[config.mk]
export PLATFORM = sky130hd
export DESIGN_NAME = branch_resolve_unit
export DESIGN_NICKNAME = d
export VERILOG_FILES = /design/src/rtl/branch_pkg.sv /design/src/rtl/bht_2bit.sv /design/src/rtl/branch_resolve_unit.sv
export SDC_FILE = /design/constraint.sdc
export NUM_CORES = 1
export LEC_CHECK = 0
export ABC_AREA = 1
export CAP_MARGIN = 20
export CELL_PAD_IN_SITES_DETAIL_PLACEMENT = 0
export CELL_PAD_IN_SITES_GLOBAL_PLACEMENT = 1
export CORE_AREA = 8 8 266 204
export CTS_CLUSTER_SIZE = 8
export DETAILED_ROUTE_END_ITERATION = 8
export DIE_AREA = 0 0 274 212
export GPL_TIMING_DRIVEN = 0
export PLACE_DENSITY = 0.86
export RECOVER_POWER = 100
export SYNTH_ARGS = -nofsm -noshare
export SYNTH_HDL_FRONTEND = slang
export SYNTH_SLANG_ARGS = --single-unit
[constraint.sdc]
create_clock -name clk -period 2.85 [get_ports clk]
set_clock_uncertainty 0.2 [all_clocks]
set_input_delay 0.4275 -clock clk [delete_from_list [all_inputs] [get_ports clk]]
set_output_delay 0.4275 -clock clk [all_outputs]
set_load 0.005 [all_outputs]
[src/rtl/branch_pkg.sv]
// Shared constants for the branch resolve unit: funct3 branch codes and
// 2-bit saturating counter encodings used by the BHT.
package branch_pkg;

  localparam logic [2:0] F3_BEQ  = 3'b000;
  localparam logic [2:0] F3_BNE  = 3'b001;
  localparam logic [2:0] F3_BLT  = 3'b100;
  localparam logic [2:0] F3_BGE  = 3'b101;
  localparam logic [2:0] F3_BLTU = 3'b110;
  localparam logic [2:0] F3_BGEU = 3'b111;

  typedef enum logic [1:0] {
    SNT = 2'b00,
    WNT = 2'b01,
    WT  = 2'b10,
    ST  = 2'b11
  } bht_cnt_e;

  localparam bht_cnt_e BHT_RST = WNT;

  function automatic bht_cnt_e sat_update(input bht_cnt_e c, input logic taken);
    if (taken) return (c == ST)  ? ST  : bht_cnt_e'(c + 2'd1);
    else       return (c == SNT) ? SNT : bht_cnt_e'(c - 2'd1);
  endfunction

  // 010/011 are reserved encodings in the branch opcode space
  function automatic logic f3_legal(input logic [2:0] f3);
    return (f3 != 3'b010) && (f3 != 3'b011);
  endfunction

endpackage

[src/rtl/bht_2bit.sv]
// Branch history table of 2-bit saturating counters: one combinational read
// port for fetch, one synchronous update port for resolution (no bypass).
module bht_2bit
  import branch_pkg::*;
#(
  parameter int DEPTH = 16,
  localparam int IDX_W = $clog2(DEPTH)
) (
  input  logic             clk,
  input  logic             reset_n,
  input  logic [IDX_W-1:0] i_rd_idx,
  output logic [1:0]       o_rd_cnt,
  input  logic             i_wr_en,
  input  logic [IDX_W-1:0] i_wr_idx,
  input  logic             i_wr_taken
);

  bht_cnt_e [DEPTH-1:0] r_cnt;

  assign o_rd_cnt = r_cnt[i_rd_idx];

  for (genvar g = 0; g < DEPTH; g++) begin : g_ent
    always_ff @(posedge clk or negedge reset_n) begin
      if (!reset_n)
        r_cnt[g] <= BHT_RST;
      else if (i_wr_en && (i_wr_idx == IDX_W'(g)))
        r_cnt[g] <= sat_update(r_cnt[g], i_wr_taken);
    end
  end

endmodule

[src/rtl/branch_resolve_unit.sv]
// EX-stage branch resolution: condition evaluation, BHT training, registered
// one-cycle redirect on mispredict, and branch/mispredict perf counters.
module branch_resolve_unit
  import branch_pkg::*;
#(
  parameter int XLEN      = 64,
  parameter int BHT_DEPTH = 16,
  parameter int CNT_W     = 32
) (
  input  logic             clk,
  input  logic             reset_n,
  input  logic [XLEN-1:0]  if_pc,
  output logic             if_pred_taken,
  input  logic             ex_valid,
  input  logic             ex_stall,
  input  logic             ex_is_branch,
  input  logic [2:0]       ex_funct3,
  input  logic [XLEN-1:0]  ex_rs1,
  input  logic [XLEN-1:0]  ex_rs2,
  input  logic [XLEN-1:0]  ex_pc,
  input  logic [XLEN-1:0]  ex_imm,
  input  logic             ex_pred_taken,
  output logic             redirect_valid,
  output logic [XLEN-1:0]  redirect_pc,
  output logic             illegal_branch,
  output logic [CNT_W-1:0] branch_count,
  output logic [CNT_W-1:0] mispredict_count
);

  localparam int IDX_W = $clog2(BHT_DEPTH);

  logic             r_redirect_valid;
  logic [XLEN-1:0]  r_redirect_pc;
  logic             r_illegal;
  logic [CNT_W-1:0] r_branch_count;
  logic [CNT_W-1:0] r_mispredict_count;

  logic             w_resolve;
  logic             w_legal;
  logic             w_taken;
  logic             w_mispredict;
  logic [XLEN-1:0]  w_target;
  logic [XLEN-1:0]  w_fallthru;
  logic [1:0]       w_if_cnt;
  logic             w_unused;

  // Only the index bits of the fetch PC address the table
  assign w_unused = ^{if_pc[XLEN-1:IDX_W+2], if_pc[1:0]};

  // The instruction right behind a redirect is wrong-path and must not resolve
  assign w_resolve    = ex_valid & ex_is_branch & ~ex_stall & ~r_redirect_valid;
  assign w_legal      = f3_legal(ex_funct3);
  assign w_mispredict = w_resolve & (w_taken ^ ex_pred_taken);
  assign w_target     = ex_pc + ex_imm;
  assign w_fallthru   = ex_pc + XLEN'(4);

  always_comb begin
    w_taken = 1'b0;
    case (ex_funct3)
      F3_BEQ:  w_taken = (ex_rs1 == ex_rs2);
      F3_BNE:  w_taken = (ex_rs1 != ex_rs2);
      F3_BLT:  w_taken = ($signed(ex_rs1) <  $signed(ex_rs2));
      F3_BGE:  w_taken = ($signed(ex_rs1) >= $signed(ex_rs2));
      F3_BLTU: w_taken = (ex_rs1 <  ex_rs2);
      F3_BGEU: w_taken = (ex_rs1 >= ex_rs2);
      default: w_taken = 1'b0;
    endcase
  end

  bht_2bit #(.DEPTH(BHT_DEPTH)) u_bht (
    .clk        (clk),
    .reset_n    (reset_n),
    .i_rd_idx   (if_pc[IDX_W+1:2]),
    .o_rd_cnt   (w_if_cnt),
    .i_wr_en    (w_resolve & w_legal),
    .i_wr_idx   (ex_pc[IDX_W+1:2]),
    .i_wr_taken (w_taken)
  );

  assign if_pred_taken = w_if_cnt[1];

  always_ff @(posedge clk or negedge reset_n) begin
    if (!reset_n) begin
      r_redirect_valid   <= 1'b0;
      r_redirect_pc      <= '0;
      r_illegal          <= 1'b0;
      r_branch_count     <= '0;
      r_mispredict_count <= '0;
    end else begin
      r_redirect_valid <= w_mispredict;
      r_illegal        <= w_resolve & ~w_legal;
      if (w_mispredict) begin
        r_redirect_pc      <= w_taken ? w_target : w_fallthru;
        r_mispredict_count <= r_mispredict_count + CNT_W'(1);
      end
      if (w_resolve && w_legal)
        r_branch_count <= r_branch_count + CNT_W'(1);
    end
  end

  assign redirect_valid   = r_redirect_valid;
  assign redirect_pc      = r_redirect_pc;
  assign illegal_branch   = r_illegal;
  assign branch_count     = r_branch_count;
  assign mispredict_count = r_mispredict_count;

endmodule
==> flow_metrics.env <==
export IMPL_status="finished with violations"
export IMPL_violations="max-capacitance violations, max-slew violations, negative setup slack"
export IMPL_groute_usage_overall_pct=26.76
export IMPL_yosysTopAreaCell="dfrtp_1"
export IMPL_dr_pass1_iters=6
export IMPL_place_area_sq_um=21580
export IMPL_min_to="u_bht.r_cnt[0]"
export IMPL_grt_pass1_vias=19870
export IMPL_gp_routability_congestion=0.9913
export IMPL_worst_r2r_path_depth=9
export IMPL_p_leak_nw=11.95
export IMPL_rsz0062_at_grt="yes"
export IMPL_area_growth_syn_to_layout_pct=55.76
export IMPL_hold_path_depth=2
export IMPL_globalRouteOverflowTotal=0
export IMPL_detail_route_vias_per_cell=5.331
export IMPL_leading_post_synthesis_cells_by_cell_area="dfrtp_1, nand2_1, ha_1, inv_1, nand3_1"
export IMPL_maximum_capacitance_violations=1
export IMPL_area_of_the_die_sq_um=58090
export IMPL_worst_r2r_startpoint="mispredict_count[0]"
export IMPL_critical_path_arrival_ns=3.08
export IMPL_portBuffers=399
export IMPL_initial_utilization_pct=33.15
export IMPL_timing_fmax_ghz=0.3380
export IMPL_ctsHtreeMaxLevel=4
export IMPL_critPathKind="in2reg"
export IMPL_die_h_um=212
export IMPL_vdd_ir_drop_worst_mv=0.4383
export IMPL_synth_seq_cells=162
export IMPL_cts_clk_slew_worst_paths_ns=0.07
export IMPL_worstMarginPinSlew_ns=1.858
export IMPL_postLayoutSetupSlackWorst_ns=-0.1083
export IMPL_design_final_nets=3579
export IMPL_core_sq_um=50450
export IMPL_tritoncts_num_sinks=162
export IMPL_synth_yosys_seq_area_share_pct=24.36
export IMPL_cts_tree="yes"
export IMPL_sequential_cell_area_sq_um=4074
export IMPL_power_density_cell_area_nw_per_um2=391.2
export IMPL_detailedRoute_firstIterationViolations=1925
export IMPL_finalWirelength_um=81970
export IMPL_critical_path_reg2reg_endpoint="mispredict_count[30]"
export IMPL_post_dp_hpwl_um=66440
export IMPL_synth_cell_type_count=49
export IMPL_worstPathRequired_ns=2.97
export IMPL_r2r_slack_ns=0.15
export IMPL_clk_root_buffer_cell="clkbuf_16"
export IMPL_std_cell_rows=72
export IMPL_setup_viol=92
export IMPL_timing_final_max_slew_violations=70
export IMPL_timing_hold_violations_final=0
export IMPL_final_routed_wire_length_divided_by_cell_count_um=21.56
export IMPL_crit_path_start="ex_rs2[22]"
export IMPL_timing_final_crit_period_ns=2.958
export IMPL_synth_commonest_cells="nand2_1, inv_1, nor2_1"
export IMPL_clock_tree_buffer_depth=2
export IMPL_grt_antenna_before_repair=9
export IMPL_die_w_um=274
export IMPL_number_of_enable_type_register_cells_in_the_synthesized_netlist=0
export IMPL_synth_top_cell_area_share_pct=21.84
export IMPL_multiInputGateArea_sq_um=13910
export IMPL_numCtsBuffers=17
export IMPL_wire_length_of_the_first_global_routing_pass_um=119800
export IMPL_async_flop_share_pct=100.0
export IMPL_ys_flop_type="dfrtp_1"
export IMPL_synth_cells=2627
export IMPL_tns_ns=-3.603
export IMPL_relSlewSlack_pct=-23.84
export IMPL_fillerInstances=4950
export IMPL_final_antenna_net_count=0
export IMPL_drc=0
export IMPL_worstHoldPathType="reg2reg"
export IMPL_post_route_cells_drive_above_1_share_pct=22.82
export IMPL_worst_skew_pair_late_latency_ns=0.44
export IMPL_synthesis_yosys_warnings=0
export IMPL_period_share_pct=103.8
export IMPL_critPathCaptureType="flop"
export IMPL_hold_path_startpoint="u_bht.r_cnt[0]"
export IMPL_top_level_ports=460
export IMPL_detailroute_via_count=20270
export IMPL_syn_num_nets=3090
export IMPL_cp_max_fo=5
export IMPL_finish_instance_area_sq_um=26050
export IMPL_critPathLaunchType="primary input"
export IMPL_synthMostInstantiatedCell="nand2_1"
export IMPL_syn_mean_instance_area_sq_um=6.366
export IMPL_grt_max_degree=94
export IMPL_synthesis_area_sq_um=16720
[what timing repair did]
item,4_1_cts,5_1_grt
gates cloned,6,5
setup buffers,40,21
endpoints found under the setup margin,140,135
hold buffers,1,0
pin swaps,170,72
hold endpoints to repair,53,0
resized for setup,699,358
[registers in the layout, summed over array words and instances (netlist names)]
signal and flops:
u_bht.r_cnt 32, mispredict_count 32, illegal_branch 1, branch_count 32, redirect_pc 64, redirect_valid 1
[worst max-delay path: stages]
cell and delay (ns):
dlygate4sd2_1 0.21, inv_2 0.05, ha_1 0.28, nand2_2 0.08
nor2_4 0.14, nand2_2 0.08, nor2_4 0.15, nand2_2 0.07
inv_2 0.07, nand3_4 0.12, a21oi_4 0.17, nand2_2 0.08
nor2_4 0.13, nand3_4 0.10, buf_4 0.15, buf_6 0.12
buf_16 0.15, buf_12 0.14, nand2_1 0.08, nand2_2 0.10
nand3_2 0.09, nand2_1 0.07
[cell type report]
cell class	instances	share of cell area, %
repair buffers	471	18.18
well taps	666	3.199
multi-input cells	2072	53.41
clock buffers	18	1.647
plain buffers	59	2.416
clock inverters	14	0.6388
inverters	333	4.817
flip-flops and latches	162	15.64
diodes	6	0.05763
[kinds of logic after synthesis]
logic type | after synthesis | share of synthesized area, %
multiplexers | 5 | 0.3067
flip-flops | 162 | 24.36
XOR/XNOR | 164 | 8.588
AO/OA/AOI/OAI | 325 | 10.71
AND/OR/NAND/NOR | 1444 | 36.61
buffers and inverters | 393 | 9.359
adder cells (fa/ha/maj) | 134 | 10.07
[metrics by stage]
step	hold slack, ns	setup WS [ns]	utilization [%]	std cells	power, mW
final	0.2703	-0.1083	51.64	3801	10.19
after CTS	0.2697	-0.03358	48.75	3771	9.703
after floorplan	-0.06809	0.002507	-	2627	4.681
after global routing	0.2782	-0.1839	51.64	3801	10.68
after detailed placement	0.2341	-1.795	42.79	3693	6.826
after global placement	0.2519	-5.497	42.72	3692	6.791
[report_power, final]
group	internal (mW)	switching, mW
combinational	2.16	2.69
clock	1.25	1.12
sequential	2.65	0.313
[routing by layer]
metal | up-vias | global-route usage (%) | part of all wire [%]
li1 | 9528 | - | -
met1 | 9816 | 39.02 | 46
met5 | - | 0 | 0.046
met2 | 817 | 40.21 | 43
met4 | 6 | 5.607 | 2.0
met3 | 98 | 5.743 | 9.0
[placed cells by master (no fill, tap or decap), types with 20 or more instances in the layout]
| cell type | synthesis | routed |
|---|---|---|
| clkdlybuf4s50_1 | 0 | 217 |
| clkdlybuf4s15_1 | 0 | 26 |
| nor2_1 | 253 | 214 |
| buf_4 | 3 | 44 |
| ha_4 | 0 | 80 |
| inv_2 | 4 | 52 |
| nand2_4 | 0 | 31 |
| inv_1 | 329 | 279 |
| a21oi_2 | 1 | 47 |
| xnor2_1 | 48 | 46 |
| nand3_2 | 4 | 78 |
| a21oi_1 | 125 | 69 |
| nor3_1 | 52 | 45 |
| ha_1 | 133 | 33 |
| clkbuf_16 | 0 | 22 |
| nor2_2 | 2 | 25 |
| nand3_1 | 237 | 150 |
| o21ai_0 | 117 | 75 |
| dfrtp_1 | 146 | 146 |
| dlygate4sd2_1 | 0 | 117 |
| nand2_1 | 789 | 665 |
| nand4_1 | 57 | 57 |
| nand2_2 | 4 | 95 |
| buf_6 | 7 | 30 |
| o21ai_1 | 13 | 42 |
| xor2_1 | 116 | 110 |
| ha_2 | 0 | 20 |
[worst max-delay path by stage]
stage / end / slack [ns] / cells after the start
3_3_place_gp: redirect_pc[47] / -5.50 / 1
2_1_floorplan: redirect_pc[54] / 0.003 / 18
4_1_cts: redirect_pc[52] / -0.03 / 16
6_report: redirect_pc[28] / -0.11 / 22
3_5_place_dp: redirect_pc[62] / -1.79 / 19
5_1_grt: redirect_pc[17] / -0.18 / 24
(Power assumes the default switching activity.)
